==> src/rtl/hub75_bcm_sched.sv <==
// HUB75 bit-plane scheduler: walks the enabled bit-planes of one row LSB to MSB.
// Optional macro HUB75_BCM_SCHED_ADDR_AT_LATCH_EN moves the PHY row update to LATCH.
//
// state | meaning
// IDLE  | waiting for ctrl_go, ctrl_rdy high
// SHIFT | one-cycle shift request for the current plane
// WAIT  | wait for shifter and blanking to be idle
// PRE   | pre-latch delay, pre_len+1 cycles
// LATCH | phy_le high, latch_len+1 cycles
// POST  | post-latch delay, post_len+1 cycles
// BLANK | one-cycle blanking request, advance to next enabled plane
// DONE  | one-cycle completion strobe
module hub75_bcm_sched #(
  parameter int N_ROWS     = 32,
  parameter int N_PLANES   = 10,
  parameter int TIMER_W    = 8,
  parameter int LOG_N_ROWS = $clog2(N_ROWS)
) (
  input  logic                  clk,
  input  logic                  rst,
  output logic [LOG_N_ROWS-1:0] phy_addr,
  output logic                  phy_le,
  output logic [N_PLANES-1:0]   shift_plane,
  output logic                  shift_go,
  input  logic                  shift_rdy,
  output logic [N_PLANES-1:0]   blank_plane,
  output logic                  blank_go,
  input  logic                  blank_rdy,
  input  logic [LOG_N_ROWS-1:0] ctrl_row,
  input  logic                  ctrl_go,
  output logic                  ctrl_rdy,
  output logic                  ctrl_done,
  input  logic [N_PLANES-1:0]   cfg_plane_mask,
  input  logic [TIMER_W-1:0]    cfg_pre_latch_len,
  input  logic [TIMER_W-1:0]    cfg_latch_len,
  input  logic [TIMER_W-1:0]    cfg_post_latch_len
);

  typedef enum logic [2:0] {
    IDLE, SHIFT, WAIT, PRE, LATCH, POST, BLANK, DONE
  } state_t;

  localparam logic [N_PLANES-1:0] P_ONE = N_PLANES'(1);
  localparam logic [TIMER_W:0]    T_ONE = (TIMER_W+1)'(1);

  state_t                state, state_d;
  logic [N_PLANES-1:0]   mask_q, mask_d;
  logic [N_PLANES-1:0]   plane, plane_d;
  logic [TIMER_W:0]      timer, timer_d;
  logic [N_PLANES-1:0]   lowest, above, next_plane;
  logic                  accept;

  assign accept = (state == IDLE) && ctrl_go;

  // Isolate-lowest-set-bit tricks give one-hot planes without a priority loop.
  always_comb begin
    lowest     = cfg_plane_mask & (~cfg_plane_mask + P_ONE);
    above      = mask_q & ~(plane | (plane - P_ONE));
    next_plane = above & (~above + P_ONE);
  end

  always_comb begin
    state_d = state;
    mask_d  = mask_q;
    plane_d = plane;
    timer_d = timer;
    case (state)
      IDLE: begin
        if (ctrl_go) begin
          mask_d  = cfg_plane_mask;
          plane_d = lowest;
          state_d = (cfg_plane_mask == '0) ? DONE : SHIFT;
        end
      end
      SHIFT: state_d = WAIT;
      WAIT: begin
        if (shift_rdy && blank_rdy) begin
          state_d = PRE;
          timer_d = {1'b0, cfg_pre_latch_len};
        end
      end
      PRE: begin
        if (timer == '0) begin
          state_d = LATCH;
          timer_d = {1'b0, cfg_latch_len};
        end else begin
          timer_d = timer - T_ONE;
        end
      end
      LATCH: begin
        if (timer == '0) begin
          state_d = POST;
          timer_d = {1'b0, cfg_post_latch_len};
        end else begin
          timer_d = timer - T_ONE;
        end
      end
      POST: begin
        if (timer == '0) begin
          state_d = BLANK;
        end else begin
          timer_d = timer - T_ONE;
        end
      end
      BLANK: begin
        if (above == '0) begin
          state_d = DONE;
        end else begin
          plane_d = next_plane;
          state_d = SHIFT;
        end
      end
      DONE:    state_d = IDLE;
      default: state_d = IDLE;
    endcase
  end

  always_ff @(posedge clk) begin
    if (rst) begin
      state  <= IDLE;
      mask_q <= '0;
      plane  <= '0;
      timer  <= '0;
    end else begin
      state  <= state_d;
      mask_q <= mask_d;
      plane  <= plane_d;
      timer  <= timer_d;
    end
  end

`ifdef HUB75_BCM_SCHED_ADDR_AT_LATCH_EN
  logic [LOG_N_ROWS-1:0] addr;

  // Loading on entry to LATCH makes the row change coincide with the first latch cycle.
  always_ff @(posedge clk) begin
    if (rst) begin
      addr     <= '0;
      phy_addr <= '0;
    end else begin
      if (accept) addr <= ctrl_row;
      if (state_d == LATCH) phy_addr <= addr;
    end
  end
`else
  always_ff @(posedge clk) begin
    if (rst) begin
      phy_addr <= '0;
    end else if (accept) begin
      phy_addr <= ctrl_row;
    end
  end
`endif

  assign ctrl_rdy    = (state == IDLE);
  assign shift_go    = (state == SHIFT);
  assign blank_go    = (state == BLANK);
  assign phy_le      = (state == LATCH);
  assign ctrl_done   = (state == DONE);
  assign shift_plane = plane;
  assign blank_plane = plane;

endmodule

==> config.mk <==
export PLATFORM = sky130hd
export DESIGN_NAME = hub75_bcm_sched
export DESIGN_NICKNAME = d
export VERILOG_FILES = /design/src/rtl/hub75_bcm_sched.sv
export SDC_FILE = /design/constraint.sdc
export NUM_CORES = 1
export LEC_CHECK = 0
export BUFFER_PORTS_ARGS = -buffer_cell sky130_fd_sc_hd__buf_2
export CORE_MARGIN = 2
export CORE_UTILIZATION = 55
export CTS_BUF_LIST = sky130_fd_sc_hd__clkbuf_16
export CTS_CLUSTER_SIZE = 40
export DETAILED_ROUTE_END_ITERATION = 10
export PLACE_DENSITY = 0.84
export SLEW_MARGIN = 15
export SYNTH_ARGS = -nofsm -noshare
export SYNTH_HDL_FRONTEND = slang
export SYNTH_SLANG_ARGS = --single-unit
==> constraint.sdc <==
create_clock -name clk -period 4.3 [get_ports clk]
set_clock_uncertainty 0.05 [all_clocks]
set_input_delay 0.43 -clock clk [delete_from_list [all_inputs] [get_ports clk]]
set_output_delay 0.43 -clock clk [all_outputs]
set_load 0.01 [all_outputs]
After elaboration in Yosys (flattened, before gate mapping)
Index checks and enable logic that the tools add are counted.
{"block": "word_totals", "regBits": 37, "input_bits": 44, "out_inout_bits": 30, "wordCells": 58}
{"block": "classes", "n_addsub": 4, "n_eq_ne": 14, "mux": 16, "n_bitwise": 7, "n_reduce_logical": 12}
{"op": "9-bit 2-to-1 mux", "count": 4}
{"op": "9-bit one-hot mux with 4 select lines", "count": 1}
{"op": "10-bit AND", "count": 3}
{"op": "10-bit inverter", "count": 3}
{"op": "3-bit one-hot mux with 8 select lines", "count": 1}
{"op": "3-bit 2-to-1 mux", "count": 7}
{"op": "10-bit by 1-bit adder with 10-bit output (second input constant)", "count": 2}
{"op": "10-bit logical NOT", "count": 2}
{"op": "10-bit 2-to-1 mux", "count": 2}
{"op": "10-bit one-hot mux with 2 select lines", "count": 1}
{"op": "3-bit equality test (second input constant)", "count": 4}
{"op": "2-bit != test (second input constant)", "count": 6}
{"op": "10-bit bitwise OR", "count": 1}
{"op": "10-bit by 1-bit subtractor with 10-bit output (second input constant)", "count": 1}
{"op": "9-bit logical NOT", "count": 1}
{"op": "9-bit by 1-bit subtractor with 9-bit output (second input constant)", "count": 1}
{"op": "3-bit by 2-bit equality test with 1-bit output (second input constant)", "count": 2}
{"op": "3-bit AND reduction", "count": 2}
{"op": "5-bit AND reduction", "count": 1}
{"op": "4-bit nonzero test", "count": 1}
{"op": "3-bit by 1-bit equality test with 1-bit output (second input constant)", "count": 1}
{"op": "3-bit logical NOT", "count": 1}
{"op": "1-bit logical AND", "count": 2}
{"op": "2-bit by 1-bit != test with 1-bit output (second input constant)", "count": 1}
{"op": "other kinds (2)", "count": 2}

Logic depth before layout (Yosys ltp)
Gate-level depths: netlist (run 1).
{"block": "logic_depth", "word_depth": 9, "mapped_depth": 9, "depth_no_buf": 8}

Worst setup path before layout (run 1)
OpenSTA, ideal clock, no wires.
{"block": "synth_path", "kind": "flip-flop to flip-flop", "from": "register plane[0] (netlist: blank_plane[0])", "to": "register plane[2] (netlist: blank_plane[2])", "setup_time_ps": 78, "t_arrival_ps": 2202, "required_time_ps": 4172, "path_slack_ps": 1970, "stages_incl_launch_ff": 8, "path_buffers": 1, "synth_period_minus_slack_ps": 2330, "path_cell_list": "dfxtp_1 or4_1 buf_2 nor4_4 o21ai_2 o31ai_4 mux2_2 nor3_1"}
{"block": "synth_via", "elab_chain_cells": 9, "elab_cells_between_ends": 12, "classes_between": "2 x add/sub; 1 x eq/ne; 2 x mux; 5 x bitwise; 2 x reduce/logical"}
{"item": "from (decl)", "line_no": "48", "text": "logic [N_PLANES-1:0] plane, plane_d;"}
{"item": "from (signal assigned)", "line_no": "127", "text": "plane <= plane_d;"}
{"item": "10-bit by 1-bit subtractor with 10-bit output", "line_no": "58", "text": "above = mask_q & ~(plane | (plane - P_ONE));"}
{"item": "10-bit bitwise OR (*)", "line_no": "58"}
{"item": "10-bit inverter (*)", "line_no": "58"}
{"item": "10-bit AND (*)", "line_no": "58"}
{"item": "10-bit inverter", "line_no": "59", "text": "next_plane = above & (~above + P_ONE);"}
{"item": "10-bit by 1-bit adder with 10-bit output", "line_no": "59"}
{"item": "10-bit AND", "line_no": "59"}
{"item": "10-bit 2-to-1 mux", "line_no": "106", "text": "if (above == '0) begin"}
{"item": "10-bit one-hot mux with 2 select lines", "line_no": "67", "text": "case (state)"}
Mark *: on every way between the ends. The rest lies on a longest branch, timed or not. The select of a mux whose other input is x is not followed.
A chain may end at the register's enable or synchronous reset.

Worst setup path in the final report (run 1)
{"block": "layout_path", "from": "register timer[0]", "to": "register timer[3]"}
{"block": "layout_via", "elab_chain_cells": 3, "elab_cells_between_ends": 8, "classes_between": "1 x add/sub; 1 x eq/ne; 4 x mux; 2 x reduce/logical"}
{"item": "from (decl)", "line_no": "49", "text": "logic [TIMER_W:0] timer, timer_d;"}
{"item": "from (signal assigned)", "line_no": "128", "text": "timer <= timer_d;"}
{"item": "9-bit by 1-bit subtractor with 9-bit output or 9-bit logical NOT (tied branches)"}
{"item": "9-bit 2-to-1 mux (tied with other cells)", "line_no": "99", "text": "if (timer == '0) begin"}
{"item": "9-bit one-hot mux with 4 select lines or 3-bit AND reduction (tied branches)"}
Parallel ways exist; a longest one is shown, timed or not. The select of a mux whose other input is x is not followed.

==> results of run 1 <==
-- routing by layer --
layer,part of all wire [%],global-route usage (%)
met1,44,33.39
met2,47,43.38
met5,0,0
met3,7.1,4.942
met4,1.9,9.368
-- critical path, delay by kind of cell, from the launching register on --
kind / cells / cell delay (ns)
AND/OR/NAND/NOR: 2 / 1.11
AO/OA/AOI/OAI: 3 / 0.67
flip-flops: 1 / 0.35
adder cells (fa/ha/maj): 1 / 0.26
buffers and inverters: 1 / 0.07
-- where the power goes --
group / internal (mW) / switching, mW / total, mW
clock: 0.207 / 0.130 / 0.337
combinational: 0.412 / 0.660 / 1.07
sequential: 0.429 / 0.132 / 0.561
total: 1.05 / 0.922 / 1.97
-- per-stage QoR --
step | util (%) | setup WS (ns)
floorplan | - | 1.970
finish | 68.24 | 1.650
detailed placement | 64.97 | 1.693
global route | 68.24 | 1.372
CTS | 68.24 | 1.689
global placement | 64.97 | 1.796
-- state kept, by name (all words and copies together), names as in the netlist --
signal,count
state,3
mask_q,9
phy_addr,5
timer,9
blank_plane,10
-- Yosys cell counts (all sizes together) (4+ instances only) --
cell type  number
nor2b           9
o21ai          18
nand3b          6
nand3           9
dfxtp          36
a31oi           4
nor2           35
clkbuf         13
a21o            4
a211oi          5
nor4            4
nor3           17
nand2          53
a2111oi         5
nor3b           4
inv             8
buf            13
a21oi          40
o22ai           4
or4             4
-- worst min-delay path by stage --
stage,startpoint,endpoint,slack (ns),cells past startpoint
CTS,ctrl_row[4],phy_addr[4],0.34,3
global route,ctrl_row[3],phy_addr[3],0.35,3
detailed placement,mask_q[2],mask_q[2],0.39,2
finish,ctrl_row[4],phy_addr[4],0.34,3
floorplan,mask_q[2],mask_q[2],0.38,2
global placement,mask_q[7],mask_q[7],0.39,2
-- cell type report --
cell class | instances | area, sq um | share of cell area [%]
multi-input combinational | 256 | 1454 | 52.51
sequential | 36 | 720.7 | 26.03
timing repair buffer | 73 | 365.4 | 13.19
clock buffer | 5 | 125.1 | 4.519
tap | 50 | 62.56 | 2.259
inverter | 9 | 33.78 | 1.220
clock inverter | 2 | 7.507 | 0.2711
-- cells by family (layout without fill, tap and decap cells) --
logic type | Yosys count | in the layout | share of synthesized area (%)
compound gates | 96 | 96 | 26.24
xor+xnor | 5 | 5 | 1.867
fa+ha+maj | 1 | 1 | 0.5332
buf+inv | 35 | 89 | 7.306
flops | 36 | 36 | 30.72
mux | 1 | 1 | 0.4800
simple gates | 153 | 153 | 32.85
==> impl_metrics.json, run 1 <==
{
  "status": "complete, no violations",
  "cts.clk_slew.worst_paths_ns": 0.05,
  "clock_latency_ns": 0.27,
  "cp-end-kind": "flip-flop",
  "p_leak_nw": 1.167,
  "first_pass_iters": 5,
  "reg2reg_to": "timer[3]",
  "fmax_mhz": 377.3,
  "critPathMaxFanout": 13,
  "ant_nets": 0,
  "mostFrequentLayoutCell": "buf_2",
  "worstRegToRegCells": 7,
  "post_cts_buffers": 0,
  "track_usage_pct": 26.00,
  "pin_count": 74,
  "first_iter_violations": 220,
  "peakVddDrop_v": 0.0004008,
  "r2r_start": "timer[0]",
  "cp_data_required_time_ns": 4.40,
  "crit_start": "timer[0]",
  "die_area_sq_um": 4804,
  "fin_nets": 426,
  "ys_seq_area_share_pct": 30.72,
  "yosysTopAreaCell": "dfxtp_1",
  "antenna_found_initial": 0,
  "clkSinkCount": 36,
  "fin_area_sq_um": 2769,
  "max_stage_delay_ns": 0.71,
  "fp-row-count": 23,
  "ys_warn_count": 0,
  "cts_root_buf": "clkbuf_16",
  "tightest_slew_ns": 0.8799,
  "fill_cells": 359,
  "finalMaxSlewViolations": 0,
  "antenna_cells": 0,
  "final_cells": 431,
  "crit_path_end": "timer[3]",
  "synth.distinct_cells": 51,
  "htreeDepth": 2,
  "final_cell_mix": "73 x buf_2, 53 x nand2_1, 40 x a21oi_1, 36 x dfxtp_1, 35 x nor2_1",
  "reg2reg_slack_ns": 1.65,
  "dpl.hpwl_microns": 4429,
  "arrival_ns": 2.75,
  "synthFlopType": "dfxtp_1",
  "routed-via-count": 2605,
  "die_y_microns": 69.31,
  "cap_viol_max_count": 0,
  "synthesis.area_sq_um": 2346,
  "hold_path_class": "in -> reg",
  "async_reset_ff_share_pct": 0,
  "crit_chain": "inv_1 -> ha_1 -> nor4b_2 -> a31oi_1 -> nor2_1 -> a21oi_1 -> a2111oi_0",
  "placedInstanceArea_sq_um": 2636,
  "finalSetupViolations": 0,
  "finalHoldViolCount": 0,
  "start_util_pct": 57.82,
  "powerDensity_nw_per_um2": 711.5,
  "dp_cells": 424,
  "syn2layout_area_growth_pct": 18.03,
  "wl_per_cell_microns": 14.62,
  "drc_errors": 0,
  "grt.overflow.total": 0,
  "finalCritPeriodShare_pct": 61.63,
  "critPathKind": "reg -> reg",
  "syn_inst": 327,
  "via_per_inst": 6.044,
  "synth_top_area_share_pct": 30.72,
  "grt_pass1_wl_microns": 10380,
  "cts_tree": "done",
  "grt_max_degree": 39,
  "ctsResizeCount": 0,
  "routed_wl_microns": 6300,
  "numCtsBuffers": 5,
  "setup.worst_path.start_class": "flip-flop",
  "grt_pass1_vias": 2358,
  "synth_edf_count": 0,
  "die_w_microns": 69.31,
  "coreArea_sq_um": 4058,
  "rsz0062_at_grt": "false",
  "whs_ns": 0.3375,
  "slew_headroom_pct": 41.13,
  "finalSetupTns_ns": 0,
  "port_buffers": 73,
  "syn_avg_cell_area_sq_um": 7.174,
  "cts_hold_buf": 0,
  "cts_buffer_depth": 2,
  "ys_seq_elements": 36,
  "gp_congestion": 0.9473,
  "power_mw": 1.970,
  "crit_path_top_delay_cell": "nor2_1",
  "drive_gt1_share_pct": 23.88,
  "fin_crit_ns": 2.650,
  "ys_top_cells_by_area": "dfxtp_1 31%, a21oi_1 8.5%, nand2_1 8.5%",
  "syn_nets": 372
}
No activity file was read; power rests on OpenSTA's default activity.
==> run 2: changes to the inputs <==
--- a/config.mk
+++ b/config.mk
@@ -7,11 +7,11 @@
 export LEC_CHECK = 0
 export BUFFER_PORTS_ARGS = -buffer_cell sky130_fd_sc_hd__buf_2
 export CORE_MARGIN = 2
-export CORE_UTILIZATION = 55
+export CORE_UTILIZATION = 46
 export CTS_BUF_LIST = sky130_fd_sc_hd__clkbuf_16
 export CTS_CLUSTER_SIZE = 40
 export DETAILED_ROUTE_END_ITERATION = 10
-export PLACE_DENSITY = 0.84
+export PLACE_DENSITY = 0.75
 export SLEW_MARGIN = 15
 export SYNTH_ARGS = -nofsm -noshare
 export SYNTH_HDL_FRONTEND = slang
==> constraint.sdc (replaced) <==
create_clock -name clk -period 2.23 [get_ports clk]
set_clock_uncertainty 0.05 [all_clocks]
set_input_delay 0.223 -clock clk [delete_from_list [all_inputs] [get_ports clk]]
set_output_delay 0.223 -clock clk [all_outputs]
set_load 0.01 [all_outputs]
==> run 2 against run 1 <==
Combinational power grew 150%; sequential power grew 84%; first-iteration DRC count grew 25%; cell area grew 12%; via count grew 3.8%; die area grew 18%; critical path type unchanged; largest cell class unchanged; highest routed layer unchanged.
==> impl_metrics.json, run 2 (same netlist as run 1, synthesis figures left out) <==
{
  "regArea_sq_um": 726.9,
  "post-route-util_pct": 64.57,
  "cts.clk_slew.worst_paths_ns": 0.06,
  "fin_area_sq_um": 3110,
  "tightest_slew_ns": 0.5002,
  "power_mw": 4.418,
  "multi_input_area_sq_um": 1520,
  "grt_pass1_wl_microns": 10520,
  "fill_cells": 446,
  "pwr-share-comb_pct": 59.7,
  "power.switching_mw": 1.981,
  "rsz0062_at_grt": "true",
  "status": "complete, no violations",
  "cp_data_required_time_ns": 2.39,
  "powerDensity_nw_per_um2": 1420,
  "clock_latency_ns": 0.28,
  "finalSetupTns_ns": 0,
  "whs_ns": 0.1296,
  "drive_gt1_share_pct": 33.41,
  "coreArea_sq_um": 4817,
  "gp_congestion": 0.9086,
  "cap_viol_max_count": 0,
  "routed-via-count": 2703,
  "die_w_microns": 75.42,
  "mostFrequentLayoutCell": "buf_2",
  "arrival_ns": 2.33,
  "power_frac_clock_pct": 17.0,
  "clkSinkCount": 36,
  "finalMaxSlewViolations": 0,
  "finalHoldViolCount": 0,
  "largest_register_ffs": 10,
  "grt.overflow.total": 0,
  "dpl.hpwl_microns": 4954,
  "critPathMaxFanout": 7,
  "grt_pass1_vias": 2353,
  "antenna_cells": 0,
  "min_from": "ctrl_row[0]",
  "fp-row-count": 25,
  "cts_tree": "done",
  "start_util_pct": 48.70,
  "numCtsBuffers": 5,
  "grt_max_degree": 21,
  "wl_per_cell_microns": 14.30,
  "routed_wl_microns": 6823,
  "finalSetupViolations": 0,
  "pin_count": 74,
  "die_y_microns": 75.42,
  "peakVddDrop_v": 0.0006305,
  "hold_path_class": "in -> reg",
  "placedInstanceArea_sq_um": 2865,
  "finalCritPeriodShare_pct": 97.56,
  "reg2reg_slack_ns": 0.05,
  "port_buffers": 73,
  "ant_nets": 0,
  "critPathKind": "reg -> reg",
  "crit_path_top_delay_cell": "or4_4",
  "first_pass_iters": 5,
  "crit_start": "blank_plane[3]",
  "antenna_found_initial": 0,
  "track_usage_pct": 24.07,
  "p_leak_nw": 1.336,
  "fmax_mhz": 459.6,
  "cts_root_buf": "clkbuf_16",
  "via_per_inst": 5.667,
  "max_stage_delay_ns": 0.60,
  "fin_nets": 454,
  "htreeDepth": 2,
  "syn2layout_area_growth_pct": 32.59,
  "first_iter_violations": 274,
  "cts_buffer_depth": 2,
  "cp-end-kind": "flip-flop",
  "slew_headroom_pct": 66.59,
  "r2r_start": "blank_plane[3]",
  "final_cell_mix": "73 x buf_2, 52 x nand2_1, 40 x a21oi_1, 33 x dfxtp_1, 32 x nor2_1",
  "setup.worst_path.start_class": "flip-flop",
  "crit_chain": "or4_4 -> nor4_4 -> o21ai_2 -> o31ai_4 -> buf_6 -> mux2_4 -> nor3_2",
  "switching_share_pct": 44.84,
  "die_area_sq_um": 5687,
  "p_int_mw": 2.437,
  "seq_power_share_pct": 23.2,
  "fin_crit_ns": 2.176,
  "drc_errors": 0
}
## run 2: changes by cell type in the layout (fill, tap and decap cells not counted), moves of 2 or more
cell	delta
a2111oi_0	-2
buf_4	+26
buf_6	+2
clkinv_1	-2
dfxtp_1	-3
dfxtp_2	+2
nor2_1	-3
nor2_2	+3
## run 2: critical path: cells and delay by family (launching register included)
family | cells | cell delay (ns)
AOI/OAI and AO/OA | 2 | 0.41
buffers and inverters | 1 | 0.15
DFF | 1 | 0.31
muxes | 1 | 0.29
and+or+nand+nor | 3 | 0.89
## run 2: repair_timing
item / 4_1_cts / 5_1_grt
hold endpoints to repair: 0 / 0
hold buffers: 0 / 0
gates resized for setup: 0 / 17
setup endpoints to repair: 1 / 14
buffers inserted: 2 / 1
pin swaps: 1 / 3
## run 2: final timing paths
kind,to,cells past startpoint
hold reg to reg,phy_addr[0],2
hold / removal,phy_addr[0],3
setup / recovery,blank_plane[2],7
setup reg to reg,blank_plane[2],7
## run 2: stage by stage
stage               setup slack, ns  instances
finish                      0.05443        477
global route               -0.05338        477
CTS                        0.007759        476
detailed placement         -0.06861        466
global placement           0.008018        466
floorplan                  0.008731        327
## run 2: cell type report
| class | count | area share (%) |
|---|---|---|
| multi-input combinational | 256 | 48.87 |
| tap | 67 | 2.695 |
| sequential | 36 | 23.37 |
| clock buffer | 6 | 4.827 |
| inverter | 9 | 1.086 |
| timing repair buffer | 101 | 18.74 |
| clock inverter | 2 | 0.4023 |
## run 2: layer usage
| layer | share of wire [%] | vias to the layer above | global-route usage, % | routed length (microns) |
|---|---|---|---|---|
| met1 | 46 | 1245 | 33.04 | 3106 |
| met2 | 46 | 117 | 36.43 | 3124 |
| met3 | 7.5 | 13 | 6.481 | 510 |
| met4 | 1.2 | 0 | 8.577 | 82 |
| met5 | 0 | - | 0 | 0 |
| li1 | - | 1328 | - | - |
## run 2: power by group through the flow
| stage | Sequential [mW] | Clock (mW) | Combinational [mW] |
|---|---|---|---|
| 2_1_floorplan | 1.04 | 0 | 1.68 |
| 5_1_grt | 1.05 | 0.800 | 2.89 |
| 3_5_place_dp | 1.03 | 0 | 2.46 |
| 3_3_place_gp | 1.02 | 0 | 2.43 |
| 4_1_cts | 1.02 | 0.768 | 2.47 |
| 6_report | 1.03 | 0.753 | 2.64 |
